===== config.mk =====
export PLATFORM = sky130hd
export DESIGN_NAME = keypad_scanner_flat
export DESIGN_NICKNAME = d
export VERILOG_FILES = /design/src/rtl/keypad_pkg.sv /design/src/rtl/keypad_scanner_if.sv /design/src/rtl/keypad_col_sync.sv /design/src/rtl/keypad_scanner.sv /design/src/flat_wrapper.sv
export SDC_FILE = /design/constraint.sdc
export NUM_CORES = 1
export LEC_CHECK = 0
export CORE_MARGIN = 1
export CORE_UTILIZATION = 30
export DETAILED_ROUTE_END_ITERATION = 10
export PLACE_DENSITY = 0.57
export RECOVER_POWER = 100
export SETUP_SLACK_MARGIN = 0.1
export SLEW_MARGIN = 40
export SYNTH_ARGS = -nofsm -noshare
export SYNTH_HDL_FRONTEND = slang
export SYNTH_SLANG_ARGS = --single-unit
export TNS_END_PERCENT = 100

===== constraint.sdc =====
create_clock -name clk -period 2.8 [get_ports clk]
set_input_delay 0.7 -clock clk [delete_from_list [all_inputs] [get_ports clk]]
set_output_delay 0.7 -clock clk [all_outputs]
set_load 0.02 [all_outputs]

===== src/rtl/keypad_pkg.sv =====
// Shared types and constants for the 4x4 keypad scanner: FSM states, row
// drive idle pattern and the row/column to key-code map.
package keypad_pkg;

    typedef enum logic [1:0] {
        SCAN     = 2'd0,
        DEBOUNCE = 2'd1,
        WAIT_ACK = 2'd2,
        RELEASE  = 2'd3
    } state_t;

    localparam logic [3:0] ROW_IDLE = 4'b1110;
    localparam logic [3:0] KEY_STAR = 4'hE;
    localparam logic [3:0] KEY_HASH = 4'hF;

    // Indexed by {row, col}; entry 0 is row 0 / column 0.
    localparam logic [15:0][3:0] KEY_MAP = {
        4'hD, KEY_HASH, 4'h0, KEY_STAR,
        4'hC, 4'h9,     4'h8, 4'h7,
        4'hB, 4'h6,     4'h5, 4'h4,
        4'hA, 4'h3,     4'h2, 4'h1
    };

    function automatic logic [3:0] key_code(input logic [1:0] row, input logic [1:0] col);
        return KEY_MAP[{row, col}];
    endfunction

endpackage


===== src/rtl/keypad_scanner_if.sv =====
// Keypad-side and consumer-side signals of the scanner. The scanner uses the
// master modport; the keypad/consumer side uses slave.
interface keypad_scanner_if;
    logic [3:0] rowwrite;
    logic [3:0] colread;
    logic [3:0] keyout;
    logic       ready;
    logic       ack;

    modport master (
        output rowwrite, keyout, ready,
        input  colread, ack
    );

    modport slave (
        input  rowwrite, keyout, ready,
        output colread, ack
    );
endinterface


===== src/rtl/keypad_col_sync.sv =====
// Two-flop synchroniser for the asynchronous column sense lines. Resets to
// all-ones so nothing looks pressed until real samples arrive.
module keypad_col_sync (
    input  logic       clk,
    input  logic       rst,
    input  logic [3:0] d,
    output logic [3:0] q
);
    logic [3:0] meta;

    always_ff @(posedge clk or posedge rst) begin
        if (rst) begin
            meta <= 4'b1111;
            q    <= 4'b1111;
        end else begin
            meta <= d;
            q    <= meta;
        end
    end
endmodule


===== src/rtl/keypad_scanner.sv =====
// 4x4 matrix keypad scanner with frame-based debounce and a ready/ack
// handshake. Define KEYPAD_AUTOREPEAT_EN to re-report a key held after ack.
module keypad_scanner
    import keypad_pkg::*;
#(
    parameter int SCAN_DIV       = 50000,
    parameter int DEBOUNCE_SCANS = 20,
    parameter int REPEAT_SCANS   = 500
) (
    input  logic              clk,
    input  logic              rst,
    keypad_scanner_if.master  bus
);
    localparam int DIV_W   = $clog2(SCAN_DIV);
    localparam int CNT_MAX = (DEBOUNCE_SCANS > REPEAT_SCANS) ? DEBOUNCE_SCANS : REPEAT_SCANS;
    localparam int CNT_W   = $clog2(CNT_MAX + 1);
    localparam logic [DIV_W-1:0] DIV_LAST = DIV_W'(SCAN_DIV - 1);
    localparam logic [CNT_W-1:0] DEB_N    = CNT_W'(DEBOUNCE_SCANS);
`ifdef KEYPAD_AUTOREPEAT_EN
    localparam logic [CNT_W-1:0] REP_N    = CNT_W'(REPEAT_SCANS);
`endif

    function automatic logic [CNT_W-1:0] sat_inc(input logic [CNT_W-1:0] x);
        return (x == {CNT_W{1'b1}}) ? x : x + 1'b1;
    endfunction

    logic [3:0]       col_s;
    logic [DIV_W-1:0] div_cnt;
    logic [1:0]       row_idx;
    logic [3:0]       row_drv;
    logic             acc_hit;
    logic [3:0]       acc_code;

    logic             div_tc, frame_end;
    logic             slot_hit;
    logic [1:0]       slot_col;
    logic             fhit;
    logic [3:0]       fcode;

    state_t           state;
    logic [3:0]       cand;
    logic [CNT_W-1:0] cnt;
    logic [3:0]       key_q;
    logic             ready_q;
`ifdef KEYPAD_AUTOREPEAT_EN
    logic [CNT_W-1:0] rep_cnt;
`endif

    keypad_col_sync u_sync (
        .clk (clk),
        .rst (rst),
        .d   (bus.colread),
        .q   (col_s)
    );

    assign bus.rowwrite = row_drv;
    assign bus.keyout   = key_q;
    assign bus.ready    = ready_q;

    assign div_tc    = (div_cnt == DIV_LAST);
    assign frame_end = div_tc && (row_idx == 2'd3);

    // Lowest-numbered low column wins within the current row.
    always_comb begin
        slot_hit = 1'b0;
        slot_col = 2'd0;
        for (int c = 3; c >= 0; c--) begin
            if (!col_s[c]) begin
                slot_hit = 1'b1;
                slot_col = 2'(c);
            end
        end
    end

    // Result of the frame that closes this cycle, folding in the row 3 slot.
    assign fhit  = acc_hit | slot_hit;
    assign fcode = acc_hit ? acc_code : key_code(row_idx, slot_col);

    always_ff @(posedge clk or posedge rst) begin
        if (rst) begin
            div_cnt  <= '0;
            row_idx  <= 2'd0;
            row_drv  <= ROW_IDLE;
            acc_hit  <= 1'b0;
            acc_code <= 4'h0;
        end else if (div_tc) begin
            div_cnt <= '0;
            row_idx <= row_idx + 2'd1;
            row_drv <= {row_drv[2:0], row_drv[3]};
            if (frame_end) begin
                acc_hit  <= 1'b0;
                acc_code <= 4'h0;
            end else if (!acc_hit && slot_hit) begin
                acc_hit  <= 1'b1;
                acc_code <= key_code(row_idx, slot_col);
            end
        end else begin
            div_cnt <= div_cnt + 1'b1;
        end
    end

    always_ff @(posedge clk or posedge rst) begin
        if (rst) begin
            state   <= SCAN;
            cand    <= 4'h0;
            cnt     <= '0;
            key_q   <= 4'h0;
            ready_q <= 1'b0;
`ifdef KEYPAD_AUTOREPEAT_EN
            rep_cnt <= '0;
`endif
        end else begin
            case (state)
                SCAN: begin
                    if (frame_end && fhit) begin
                        cand  <= fcode;
                        cnt   <= CNT_W'(1);
                        state <= DEBOUNCE;
                    end
                end
                DEBOUNCE: begin
                    if (frame_end) begin
                        if (!fhit) begin
                            cnt   <= '0;
                            state <= SCAN;
                        end else if (fcode == cand) begin
                            if (sat_inc(cnt) >= DEB_N) begin
                                key_q   <= cand;
                                ready_q <= 1'b1;
                                cnt     <= '0;
                                state   <= WAIT_ACK;
                            end else begin
                                cnt <= sat_inc(cnt);
                            end
                        end else begin
                            cand <= fcode;
                            cnt  <= CNT_W'(1);
                        end
                    end
                end
                WAIT_ACK: begin
                    // A frame ending on the ack cycle is dropped, not counted.
                    if (bus.ack) begin
                        ready_q <= 1'b0;
                        cnt     <= '0;
                        state   <= RELEASE;
`ifdef KEYPAD_AUTOREPEAT_EN
                        rep_cnt <= '0;
`endif
                    end
                end
                RELEASE: begin
                    if (frame_end) begin
                        if (!fhit) begin
                            if (sat_inc(cnt) >= DEB_N) begin
                                cnt   <= '0;
                                state <= SCAN;
                            end else begin
                                cnt <= sat_inc(cnt);
                            end
`ifdef KEYPAD_AUTOREPEAT_EN
                            rep_cnt <= '0;
                        end else if (fcode == key_q) begin
                            cnt <= '0;
                            if (sat_inc(rep_cnt) >= REP_N) begin
                                ready_q <= 1'b1;
                                rep_cnt <= '0;
                                state   <= WAIT_ACK;
                            end else begin
                                rep_cnt <= sat_inc(rep_cnt);
                            end
                        end else begin
                            cnt     <= '0;
                            rep_cnt <= '0;
                        end
`else
                        end else begin
                            cnt <= '0;
                        end
`endif
                    end
                end
                default: state <= SCAN;
            endcase
        end
    end
endmodule


===== src/flat_wrapper.sv =====
// flat-port wrapper written by rule: the top's interface ports become plain ports
module keypad_scanner_flat import keypad_pkg::*;
#(
    parameter int SCAN_DIV       = 50000,
    parameter int DEBOUNCE_SCANS = 20,
    parameter int REPEAT_SCANS   = 500
)
  (clk, rst, bus_rowwrite, bus_keyout, bus_ready, bus_colread, bus_ack);
  keypad_scanner_if bus_i ();
  input  logic clk;
  input  logic rst;
  output wire logic [$bits(bus_i.rowwrite)-1:0] bus_rowwrite;
  output wire logic [$bits(bus_i.keyout)-1:0] bus_keyout;
  output wire logic [$bits(bus_i.ready)-1:0] bus_ready;
  input wire logic [$bits(bus_i.colread)-1:0] bus_colread;
  input wire logic [$bits(bus_i.ack)-1:0] bus_ack;
  assign bus_rowwrite = bus_i.rowwrite;
  assign bus_keyout = bus_i.keyout;
  assign bus_ready = bus_i.ready;
  assign bus_i.colread = bus_colread;
  assign bus_i.ack = bus_ack;
  keypad_scanner #(.SCAN_DIV(SCAN_DIV), .DEBOUNCE_SCANS(DEBOUNCE_SCANS), .REPEAT_SCANS(REPEAT_SCANS)) u_core (.clk(clk), .rst(rst), .bus(bus_i));
endmodule

* After elaboration in Yosys (flattened, before gate mapping)
Memories as Yosys holds them, arrays and structs flattened.
Index checks and enable logic that the tools add are counted.
** Word-level totals
- Flip-flop bits (word level) :: 55
- ROM bits :: 64
- Input port bits :: 7
- Output and inout bits :: 9
- Logic and storage cells :: 98
- Memories kept :: 1
** Operators by class
- $add $sub $neg :: 3
- Magnitude comparators :: 2
- Equality and inequality tests :: 19
- Muxes and demuxes :: 46
- Bitwise gates (word level) :: 1
- Reduce and logical (&&, ||, !) cells :: 14
** Memory list
- (no name shown) :: words 16, bits a word 4, read ports 1, clocked after Yosys merged registers in 0, wr ports 0, RTL line keypad_pkg.sv:25 : return KEY_MAP[{row, col}];
** Operators with widths (number)
- 9-bit 2-to-1 mux :: 9
- 9-bit one-hot mux with 4 select lines :: 1
- 4-bit 2-to-1 mux :: 8
- 2-bit 2-to-1 mux :: 13
- 16-bit by 1-bit adder with 16-bit output (second input constant) :: 1
- 16-bit equality test (second input constant) :: 1
- 16-bit 2-to-1 mux :: 1
- 2-bit by 1-bit inequality test with 1-bit output (second input constant) :: 7
- 1-bit 2-to-1 mux :: 11
- 5-bit AND reduction :: 2
- 9-bit by 1-bit adder with 9-bit output (second input constant) :: 1
- 9-bit equality test (second input constant) :: 1
- 9-bit by 5-bit greater-or-equal comparator with 1-bit output (second input constant) :: 1
- 2-bit one-hot mux with 4 select lines :: 1
- 4-bit one-hot mux with 2 select lines :: 1
- 8-bit AND reduction :: 1
- 2-bit equality test (second input constant) :: 3
- 2-bit inequality test (second input constant) :: 3
- 3-bit inequality test (second input constant) :: 2
- 6-bit AND reduction :: 1
- 2-bit nonzero test :: 3
- 4-bit by 5-bit < comparator with 1-bit output (second input constant) :: 1
- 4-bit equality test :: 1
- 4-bit AND reduction :: 1
- 8 further kinds :: 10

* Longest topological paths before layout
Gate-level depths: netlist (run 1).
- Word-level depth :: 12
- Mapped depth :: 11
- Depth with buffers taken out :: 11

* By module
Synthesis (run 1) repeated with hierarchy kept, for this count alone.
** Second synthesis, totals
- Cells, all modules :: 273
- Area, all modules :: 2885.3 µm²
** Modules (own cells, without submodules)
- keypad_scanner :: instances 1, cells each 264, area an instance 2671.3 µm², seq. area each 1179.9 µm²
- keypad_col_sync :: instances 1, cells each 9, area an instance 214.0 µm², seq. area each 210.2 µm²

* Worst setup path after synthesis (run 1)
No wires, ideal clock.
- Path type :: flip-flop to flip-flop
- Start :: register u_core.u_sync.q[1]
- End :: register u_core.key_q[0], in the netlist u_core.bus.keyout[0]
- Library setup time :: 0.125 ns
- Data arrival time :: 2.912 ns
- Data required time :: 2.675 ns
- Slack :: -0.237 ns
- Cell stages (with the launch flop) :: 12
- Path buffers :: 0
- Period minus slack after synthesis :: 3.037 ns
- Path through :: dfstp_2 > inv_1 > o21ai_2 > inv_1 > ha_1 > nor4b_1 > a221o_1 > xnor2_1 > o2111ai_1 > or3_4 > nor4_4 > mux2_2
** Between the ends
- Longest elaborated chain between the ends :: 7
- Elaborated cells on any way between the ends :: 10
- Classes of those cells :: 1 x eq/ne; 6 x mux; 1 x bitwise; 1 x reduce/logical; 1 x memory
** Ends and longest elaborated chain
- from (decl) :: RTL line keypad_col_sync.sv:7 : output logic [3:0] q
- from (signal assigned) :: RTL line keypad_col_sync.sv:17 : q <= meta;
- 2-bit 2-to-1 mux (2 in a row) :: RTL line keypad_scanner.sv:68 : if (!col_s[c]) begin
- memory read 16 x 4 bit
- 4-bit 2-to-1 mux
- 4-bit 2-to-1 mux :: RTL line keypad_scanner.sv:77 : assign fcode = acc_hit ? acc_code : key_code(row_idx, slot_col);
- 4-bit equality test :: RTL line keypad_scanner.sv:126 : end else if (fcode == cand) begin
- 5-bit AND reduction (no source line) *
- to (signal assigned) :: RTL line keypad_scanner.sv:128 : key_q <= cand;
- to (decl) :: RTL line keypad_scanner.sv:43 : logic [3:0] key_q;
Mark *: on every way between the ends. The rest lies on a longest branch, timed or not. The select of a mux whose other input is x is not followed.
A chain may end at the register's enable or synchronous reset.

* Final worst setup path (run 1)
- Start :: register u_core.u_sync.q[2]
- End :: register u_core.key_q[3], in the netlist u_core.bus.keyout[3]
** Between the ends
- Longest elaborated chain between the ends :: 8
- Elaborated cells on any way between the ends :: 12
- Classes of those cells :: 1 x eq/ne; 8 x mux; 1 x bitwise; 1 x reduce/logical; 1 x memory
** Ends and longest elaborated chain (RTL line)
- 2-bit 2-to-1 mux (3 in a row) :: keypad_scanner.sv:68
- memory read 16 x 4 bit
- 4-bit 2-to-1 mux
- 4-bit 2-to-1 mux :: keypad_scanner.sv:77
- 4-bit equality test :: keypad_scanner.sv:126
- 5-bit AND reduction (no source line) *
Marks and branches as above.

==> impl_metrics.tcl, run 1 <==
set metrics [dict create \
    post-route-drc-count 0 \
    crit-reg2reg-capture "u_core.bus.keyout[3]$_DFFE_PP0P_" \
    detail_route.wirelength_um 5730 \
    standby_leakage_power_nw 1.54 \
    setup-violations-final 14 \
    postSynthCellCount 274 \
    drt-initial-drc-count 100 \
    finish.net_count 329 \
    r2r.worst_path.cells 11 \
    ys_warn_count 0 \
    arrival_ns 3.19 \
    area_growth_pct 24.2 \
    ys_async_sr_fraction 1.00 \
    cts.hold.buffers_added 0 \
    unrepaired_setup_endpoints_after_global_routing "true" \
    clkSinkCount 55 \
    cts_root_buf "sky130_fd_sc_hd__clkbuf_8" \
    antennaDiodeCount 0 \
    largest_fanout_on_the_critical_path 5 \
    wl_per_cell_um 12.9 \
    critical_path.startpoint_type "register" \
    power.density_cell_area_nw_per_um2 426 \
    die_area_um2 9940 \
    share_of_the_yosys_chip_area_belonging_to_registers 0.486 \
    core_area_um2 9240 \
    post-route-min-period_ns 2.99 \
    timing.hold.worst.start "u_core.u_sync.meta[1]$_DFF_PP1_" \
    holdPathStages 0 \
    grt_pass1_vias 2115 \
    setup.worst_path.end_class "register" \
    post-route-worst-setup-slack_ns -0.190 \
    initial_core_util 0.310 \
    grtUsageTotal 0.124 \
    fmax_ghz 0.334 \
    cts.reportedPaths.clkPinSlew_ns 0.10 \
    timing.final.max_slew_violations 0 \
    routabilityCongestion 0.798 \
    antenna_found_initial 0 \
    preCtsSetupSlack_ns -0.162 \
    worst_slew_margin_rel 0.228 \
    final_layout_size_suffix_gt1_frac 0.244 \
    max_slew.worst_pin.slew_ns 1.16 \
    criticalPathCategory "register to register" \
    grt_first_pass_wirelength_um 9850 \
    period_share 1.07 \
    rr_startpoint "u_core.u_sync.q[2]$_DFF_PP1_" \
    gr-total-overflow 0 \
    htreeDepth 2 \
    syn-mean-instance-area_um2 10.4 \
    status "complete, but fails checks" \
    stdcell_count 444 \
    ys_seq_elements 55 \
    pin_count_of_the_biggest_net_entering_global_routing 32 \
    timing.final.hold_violations 0 \
    holdCritPathClass "register to register" \
    number_of_detailed_route_iterations_in_the_first_pass 4 \
    synthesized_net_count 289 \
    fp.dieW_um 99.7 \
    post-dp-hpwl_um 4190 \
    worst_hold_endpoint "u_core.u_sync.q[1]$_DFF_PP1_" \
    later_pin_clock_latency_in_the_skew_report_ns 0.31 \
    floorplan.io_pins 16 \
    io_buffers 15 \
    placed_cells 434 \
    yosys.cell_types.count 54 \
    routed-via-count 2108 \
    max-cap-violations 0 \
    chipHeight_um 99.7 \
    tns_ns -1.63 \
    synth-edff-count 0 \
    ir_worst_vdd_v 0.000286 \
    synth_flop_cell "sky130_fd_sc_hd__dfrtp_1" \
    vias_per_instance 4.75 \
    clock_tree.buffer_depth 2 \
    post_synth_instance_area_um2 2860 \
    placement_rows 35 \
    maximum_clock_skew_at_final_layout_ns 0.00255 \
    crit_required_ns 3.00 \
    cts_tree "done" \
    violations "setup timing" \
    final_antenna_net_count 0 \
    reg2reg_setup_slack_ns -0.19 \
    cts_buffers 5 \
]
[registers in the layout, summed over array words and instances (netlist names), named ones only]
register             count
u_core.div_cnt          16
u_core.cnt               9
u_core.acc_code          4
u_core.bus.keyout        4
u_core.bus.rowwrite      4
u_core.cand              4
u_core.u_sync.meta       4
u_core.u_sync.q          4
u_core.row_idx           2
u_core.acc_hit           1
u_core.bus.ready         1
u_core.state             1
[layout make-up]
class | instances | area (um2)
clock buffers | 6 | 72.6
clock inverters | 2 | 60.1
fillers | 891 | 5680
inverters | 10 | 37.5
multi-input cells | 203 | 1510
flip-flops and latches | 55 | 1390
well taps | 129 | 161
repair buffers | 39 | 324
[report_power, final]
| group | switching [mW] | internal (mW) | total [mW] |
|---|---|---|---|
| registers | 0.00382 | 0.805 | 0.808 |
| clock network | 0.260 | 0.358 | 0.617 |
| logic | 0.0493 | 0.0383 | 0.0876 |
| total | 0.313 | 1.20 | 1.51 |
[critical path: stages, from the launching register on]
cell                        delay, ns
sky130_fd_sc_hd__dfstp_2         0.55
sky130_fd_sc_hd__nor2b_4         0.18
sky130_fd_sc_hd__o21ai_4         0.08
sky130_fd_sc_hd__ha_1            0.28
sky130_fd_sc_hd__mux2i_1         0.08
sky130_fd_sc_hd__a221o_1         0.36
sky130_fd_sc_hd__xnor2_2         0.16
sky130_fd_sc_hd__o2111ai_2       0.15
sky130_fd_sc_hd__or3_4           0.38
sky130_fd_sc_hd__nor4_4          0.13
sky130_fd_sc_hd__buf_4           0.18
sky130_fd_sc_hd__mux2_2          0.33
[per-stage QoR]
step / cell area [um2] / hold slack (ns) / power, mW / utilization
final: 3560 / 0.361 / 1.51 / 0.385
after global routing: 3560 / 0.365 / 1.58 / 0.385
after CTS: 3510 / 0.362 / 1.54 / 0.380
after detailed placement: 3330 / 0.347 / 0.910 / 0.360
after global placement: 3330 / 0.347 / 0.908 / 0.360
after floorplan: 2890 / 0.345 / 0.868 / -
[kinds of logic after synthesis]
family	synth area share
AND/OR/NAND/NOR	0.202
buffers and inverters	0.0249
AO/OA/AOI/OAI	0.127
multiplexers	0.0647
adder cells (fa/ha/maj)	0.0350
flip-flops	0.486
XOR/XNOR	0.0612
[layout by cell type (no fill, tap or decap), types with 6 or more instances in the layout]
cell type                         count
sky130_fd_sc_hd__dfrtp_1             44
sky130_fd_sc_hd__nand2_1             25
sky130_fd_sc_hd__buf_4               20
sky130_fd_sc_hd__nor2_1              18
sky130_fd_sc_hd__o21ai_0             14
sky130_fd_sc_hd__nand3_1             13
sky130_fd_sc_hd__xnor2_1             12
sky130_fd_sc_hd__dfstp_2             11
sky130_fd_sc_hd__mux2_2              10
sky130_fd_sc_hd__clkdlybuf4s50_1     10
sky130_fd_sc_hd__inv_1                9
sky130_fd_sc_hd__a21oi_1              9
sky130_fd_sc_hd__ha_1                 8
sky130_fd_sc_hd__xor2_1               7
sky130_fd_sc_hd__nand4_1              6
sky130_fd_sc_hd__and2_1               6
[layer usage]
metal / vias up / track usage / wire (um)
met5: - / 0 / 0
met4: 0 / 0.0396 / 60
li1: 1061 / - / -
met3: 7 / 0.0239 / 116
met2: 19 / 0.204 / 2810
met1: 1021 / 0.165 / 2740
[worst max path at each step]
| stage | from | endpoint | slack [ns] | cells past startpoint |
|---|---|---|---|---|
| 3_5_place_dp | u_core.u_sync.q[2]$_DFF_PP1_ | u_core.bus.keyout[0]$_DFFE_PP0P_ | -0.16 | 11 |
| 6_report | u_core.u_sync.q[2]$_DFF_PP1_ | u_core.bus.keyout[3]$_DFFE_PP0P_ | -0.19 | 11 |
| 4_1_cts | u_core.u_sync.q[2]$_DFF_PP1_ | u_core.bus.keyout[3]$_DFFE_PP0P_ | -0.19 | 11 |
| 2_1_floorplan | u_core.u_sync.q[2]$_DFF_PP1_ | u_core.bus.keyout[0]$_DFFE_PP0P_ | -0.04 | 10 |
| 3_3_place_gp | u_core.u_sync.q[2]$_DFF_PP1_ | u_core.bus.keyout[0]$_DFFE_PP0P_ | -0.11 | 11 |
| 5_1_grt | u_core.u_sync.q[2]$_DFF_PP1_ | u_core.bus.keyout[3]$_DFFE_PP0P_ | -0.34 | 11 |
[Yosys cell counts, types with 2 or more instances]
cell type	count	area [um2]
sky130_fd_sc_hd__nand4_1	6	37.5
sky130_fd_sc_hd__a22oi_1	2	15.0
sky130_fd_sc_hd__dfstp_2	11	289
sky130_fd_sc_hd__inv_1	10	37.5
sky130_fd_sc_hd__nor2b_1	4	25.0
sky130_fd_sc_hd__a31oi_1	4	25.0
sky130_fd_sc_hd__and3_1	4	25.0
sky130_fd_sc_hd__or4_1	3	22.5
sky130_fd_sc_hd__nor4_4	2	42.5
sky130_fd_sc_hd__nor3_1	5	25.0
sky130_fd_sc_hd__nand2_1	26	97.6
sky130_fd_sc_hd__a21oi_1	10	50.1
sky130_fd_sc_hd__nor4b_1	2	17.5
sky130_fd_sc_hd__a31o_2	2	17.5
sky130_fd_sc_hd__xnor2_1	13	114
sky130_fd_sc_hd__nor2_1	18	67.6
sky130_fd_sc_hd__ha_1	8	100
sky130_fd_sc_hd__o21ai_0	16	80.1
sky130_fd_sc_hd__a21o_1	2	15.0
sky130_fd_sc_hd__and2_1	6	37.5
sky130_fd_sc_hd__o31ai_1	3	22.5
sky130_fd_sc_hd__nand4b_1	2	17.5
sky130_fd_sc_hd__mux2i_1	5	50.1
sky130_fd_sc_hd__a211oi_1	2	15.0
sky130_fd_sc_hd__mux2_2	12	135
sky130_fd_sc_hd__xor2_1	7	61.3
sky130_fd_sc_hd__nand2b_1	2	12.5
sky130_fd_sc_hd__nand3_1	14	70.1
sky130_fd_sc_hd__buf_2	2	10.0
sky130_fd_sc_hd__dfrtp_1	44	1100
sky130_fd_sc_hd__nand3b_1	2	15.0
sky130_fd_sc_hd__o21a_1	3	22.5
[what timing repair did]
| item | 4_1_cts | 5_1_grt |
|---|---|---|
| resized for setup | 8 | 8 |
| buffers inserted | 2 | 1 |
| pin swaps | 7 | 1 |
| endpoints found under the setup margin | 15 | 16 |
Power figures use the tool's default switching activity.
==> run 2: changes to the inputs <==
--- a/config.mk
+++ b/config.mk
@@ -8,7 +8,7 @@
 export CORE_MARGIN = 1
 export CORE_UTILIZATION = 30
 export DETAILED_ROUTE_END_ITERATION = 10
-export PLACE_DENSITY = 0.57
+export PLACE_DENSITY = 0.53
 export RECOVER_POWER = 100
 export SETUP_SLACK_MARGIN = 0.1
 export SLEW_MARGIN = 40
==> impl_metrics.tcl, run 2 (synthesis gave the netlist of run 1 again) <==
set metrics [dict create \
    status "complete, but fails checks" \
    violations "setup timing" \
    most_frequent_cells_in_the_layout "44 x sky130_fd_sc_hd__dfrtp_1, 25 x sky130_fd_sc_hd__nand2_1, 25 x sky130_fd_sc_hd__buf_4, 18 x sky130_fd_sc_hd__nor2_1" \
    maximum_clock_skew_at_final_layout_ns 0.00497 \
    initial_core_util 0.310 \
    p_int_mw 1.07 \
    post-dp-hpwl_um 4060 \
    placement_rows 35 \
    biggestRegsByFlops "u_core.div_cnt: 16 flops, u_core.cnt: 9 flops" \
    detail_route.wirelength_um 5670 \
    setup-violations-final 11 \
    crit_required_ns 3.01 \
    timing.critical_path.max_delay_family "compound AO/OA/AOI/OAI gates" \
    timing.final.hold_violations 0 \
    top_register "u_core.div_cnt" \
    tns_ns -1.37 \
    cts.hold.buffers_added 0 \
    later_pin_clock_latency_in_the_skew_report_ns 0.31 \
    critical_path.startpoint_type "register" \
    antenna_found_initial 0 \
    routed-via-count 2098 \
    htreeDepth 2 \
    routabilityCongestion 0.792 \
    io_buffers 15 \
    pin_count_of_the_biggest_net_entering_global_routing 56 \
    chipHeight_um 99.7 \
    worst_slew_margin_rel 0.115 \
    clock_tree.buffer_depth 2 \
    core_area_um2 9240 \
    floorplan.io_pins 16 \
    drt-initial-drc-count 77 \
    largest_reg_flops 16 \
    power.sequential.fraction 0.584 \
    gr-total-overflow 0 \
    cts_tree "done" \
    fin_area_um2 3570 \
    number_of_detailed_route_iterations_in_the_first_pass 4 \
    holdCritPathClass "register to register" \
    arrival_ns 3.18 \
    placed_cell_area_um2 3340 \
    wl_per_cell_um 12.6 \
    cts_root_buf "sky130_fd_sc_hd__clkbuf_8" \
    whs_ns 0.360 \
    netSwitchingFraction 0.224 \
    post-route-min-period_ns 2.97 \
    cts.reportedPaths.clkPinSlew_ns 0.10 \
    max-cap-violations 0 \
    final_layout_size_suffix_gt1_frac 0.255 \
    grt_first_pass_wirelength_um 10300 \
    fmax_ghz 0.337 \
    grt_pass1_vias 2160 \
    unrepaired_setup_endpoints_after_global_routing "true" \
    crit_slowest_cell "sky130_fd_sc_hd__dfstp_2" \
    timing.final.max_slew_violations 0 \
    power.density_cell_area_nw_per_um2 388 \
    switching_power_mw 0.309 \
    finish.net_count 335 \
    cp.buffers_inverters 1 \
    die_area_um2 9940 \
    power.share.combinational 0.067 \
    setup.worst_path.end_class "register" \
    ir_worst_vdd_v 0.000153 \
    period_share 1.06 \
    fp.dieW_um 99.7 \
    standby_leakage_power_nw 1.56 \
    cts_buffers 5 \
    path_cells "nor2b_4 -> o21ai_4 -> ha_1 -> mux2i_1 -> a221o_1 -> xnor2_1 -> o2111ai_1 -> or3_4 -> buf_4 -> o21a_4 -> mux2_4" \
    largest_fanout_on_the_critical_path 4 \
    post-route-worst-setup-slack_ns -0.171 \
    mostFrequentLayoutCell "sky130_fd_sc_hd__dfrtp_1" \
    cp_max_stage_delay_ns 0.55 \
    max_slew.worst_pin.slew_ns 1.33 \
    vias_per_instance 4.66 \
    antennaDiodeCount 0 \
    clock_power_share 0.349 \
    clkSinkCount 55 \
    area_growth_pct 24.7 \
    criticalPathCategory "register to register" \
    final_antenna_net_count 0 \
    post-route-drc-count 0 \
    grtUsageTotal 0.129 \
]
[run 2: cell count changes in the layout (fill, tap and decap cells not counted), moves of 2 or more]
cell,before,now
sky130_fd_sc_hd__bufinv_16,2,0
sky130_fd_sc_hd__buf_4,20,25
sky130_fd_sc_hd__buf_6,1,3
sky130_fd_sc_hd__clkbuf_8,5,7
[run 2: worst reg2reg max path: stages, from the launching register on]
cell and delay (ns):
sky130_fd_sc_hd__dfstp_2 0.55, sky130_fd_sc_hd__nor2b_4 0.18, sky130_fd_sc_hd__o21ai_4 0.08, sky130_fd_sc_hd__ha_1 0.28, sky130_fd_sc_hd__mux2i_1 0.08, sky130_fd_sc_hd__a221o_1 0.35, sky130_fd_sc_hd__xnor2_1 0.14, sky130_fd_sc_hd__o2111ai_1 0.16
sky130_fd_sc_hd__or3_4 0.38, sky130_fd_sc_hd__buf_4 0.15, sky130_fd_sc_hd__o21a_4 0.21, sky130_fd_sc_hd__mux2_4 0.29
[run 2: worst paths after layout]
| check | end | depth (start not counted) | slack [ns] | startpoint |
|---|---|---|---|---|
| worst max-delay path | u_core.cand[2]$_DFFE_PP0P_ | 11 | -0.17 | u_core.u_sync.q[2]$_DFF_PP1_ |
| worst min-delay path | u_core.u_sync.q[2]$_DFF_PP1_ | 0 | 0.36 | u_core.u_sync.meta[2]$_DFF_PP1_ |
| worst max register to register | u_core.cand[2]$_DFFE_PP0P_ | 11 | -0.17 | u_core.u_sync.q[2]$_DFF_PP1_ |
| worst min register to register | u_core.u_sync.q[2]$_DFF_PP1_ | 0 | 0.36 | u_core.u_sync.meta[2]$_DFF_PP1_ |
| max in group asynchronous | u_core.cnt[1]$_DFFE_PP0P_ | 3 | 0.73 | rst |
| min in group asynchronous | u_core.div_cnt[14]$_DFF_PP0_ | 3 | 1.27 | rst |
[run 2: power by group through the flow]
stage	Combinational, mW	Clock, mW	Sequential [mW]
floorplan	0.0436	0	0.824
global placement	0.0870	0	0.824
detailed placement	0.0876	0	0.824
CTS	0.0921	0.507	0.809
global route	0.105	0.534	0.810
finish	0.0927	0.483	0.809
[run 2: layer usage]
layer / routed length, um / share of wire / GRT usage
met5: 0 / 0 / 0
met4: 132 / 0.023 / 0.0509
met3: 142 / 0.025 / 0.0309
met2: 2550 / 0.45 / 0.204
met1: 2850 / 0.50 / 0.170
[run 2: what timing repair did]
action / in CTS / in global routing
setup buffers: 4 / 6
pin swaps: 7 / 7
setup endpoints to repair: 14 / 16
hold endpoints to repair: 0 / 0
resized for setup: 10 / 11
[run 2: stage by stage]
| step | power (mW) | utilization | setup slack [ns] | std cells |
|---|---|---|---|---|
| floorplan | 0.868 | - | -0.0430 | 274 |
| global placement | 0.911 | 0.362 | -0.109 | 434 |
| detailed placement | 0.912 | 0.362 | -0.140 | 434 |
| CTS | 1.41 | 0.379 | -0.146 | 445 |
| global route | 1.45 | 0.386 | -0.266 | 450 |
| finish | 1.38 | 0.386 | -0.171 | 450 |
[run 2: final cells by class]
cell class | instances | area [um2]
sequential | 55 | 1390
multi-input combinational | 203 | 1500
clock buffer | 8 | 100
fill | 928 | 5670
timing repair buffer | 45 | 380
tap | 129 | 161
inverter | 10 | 37.5
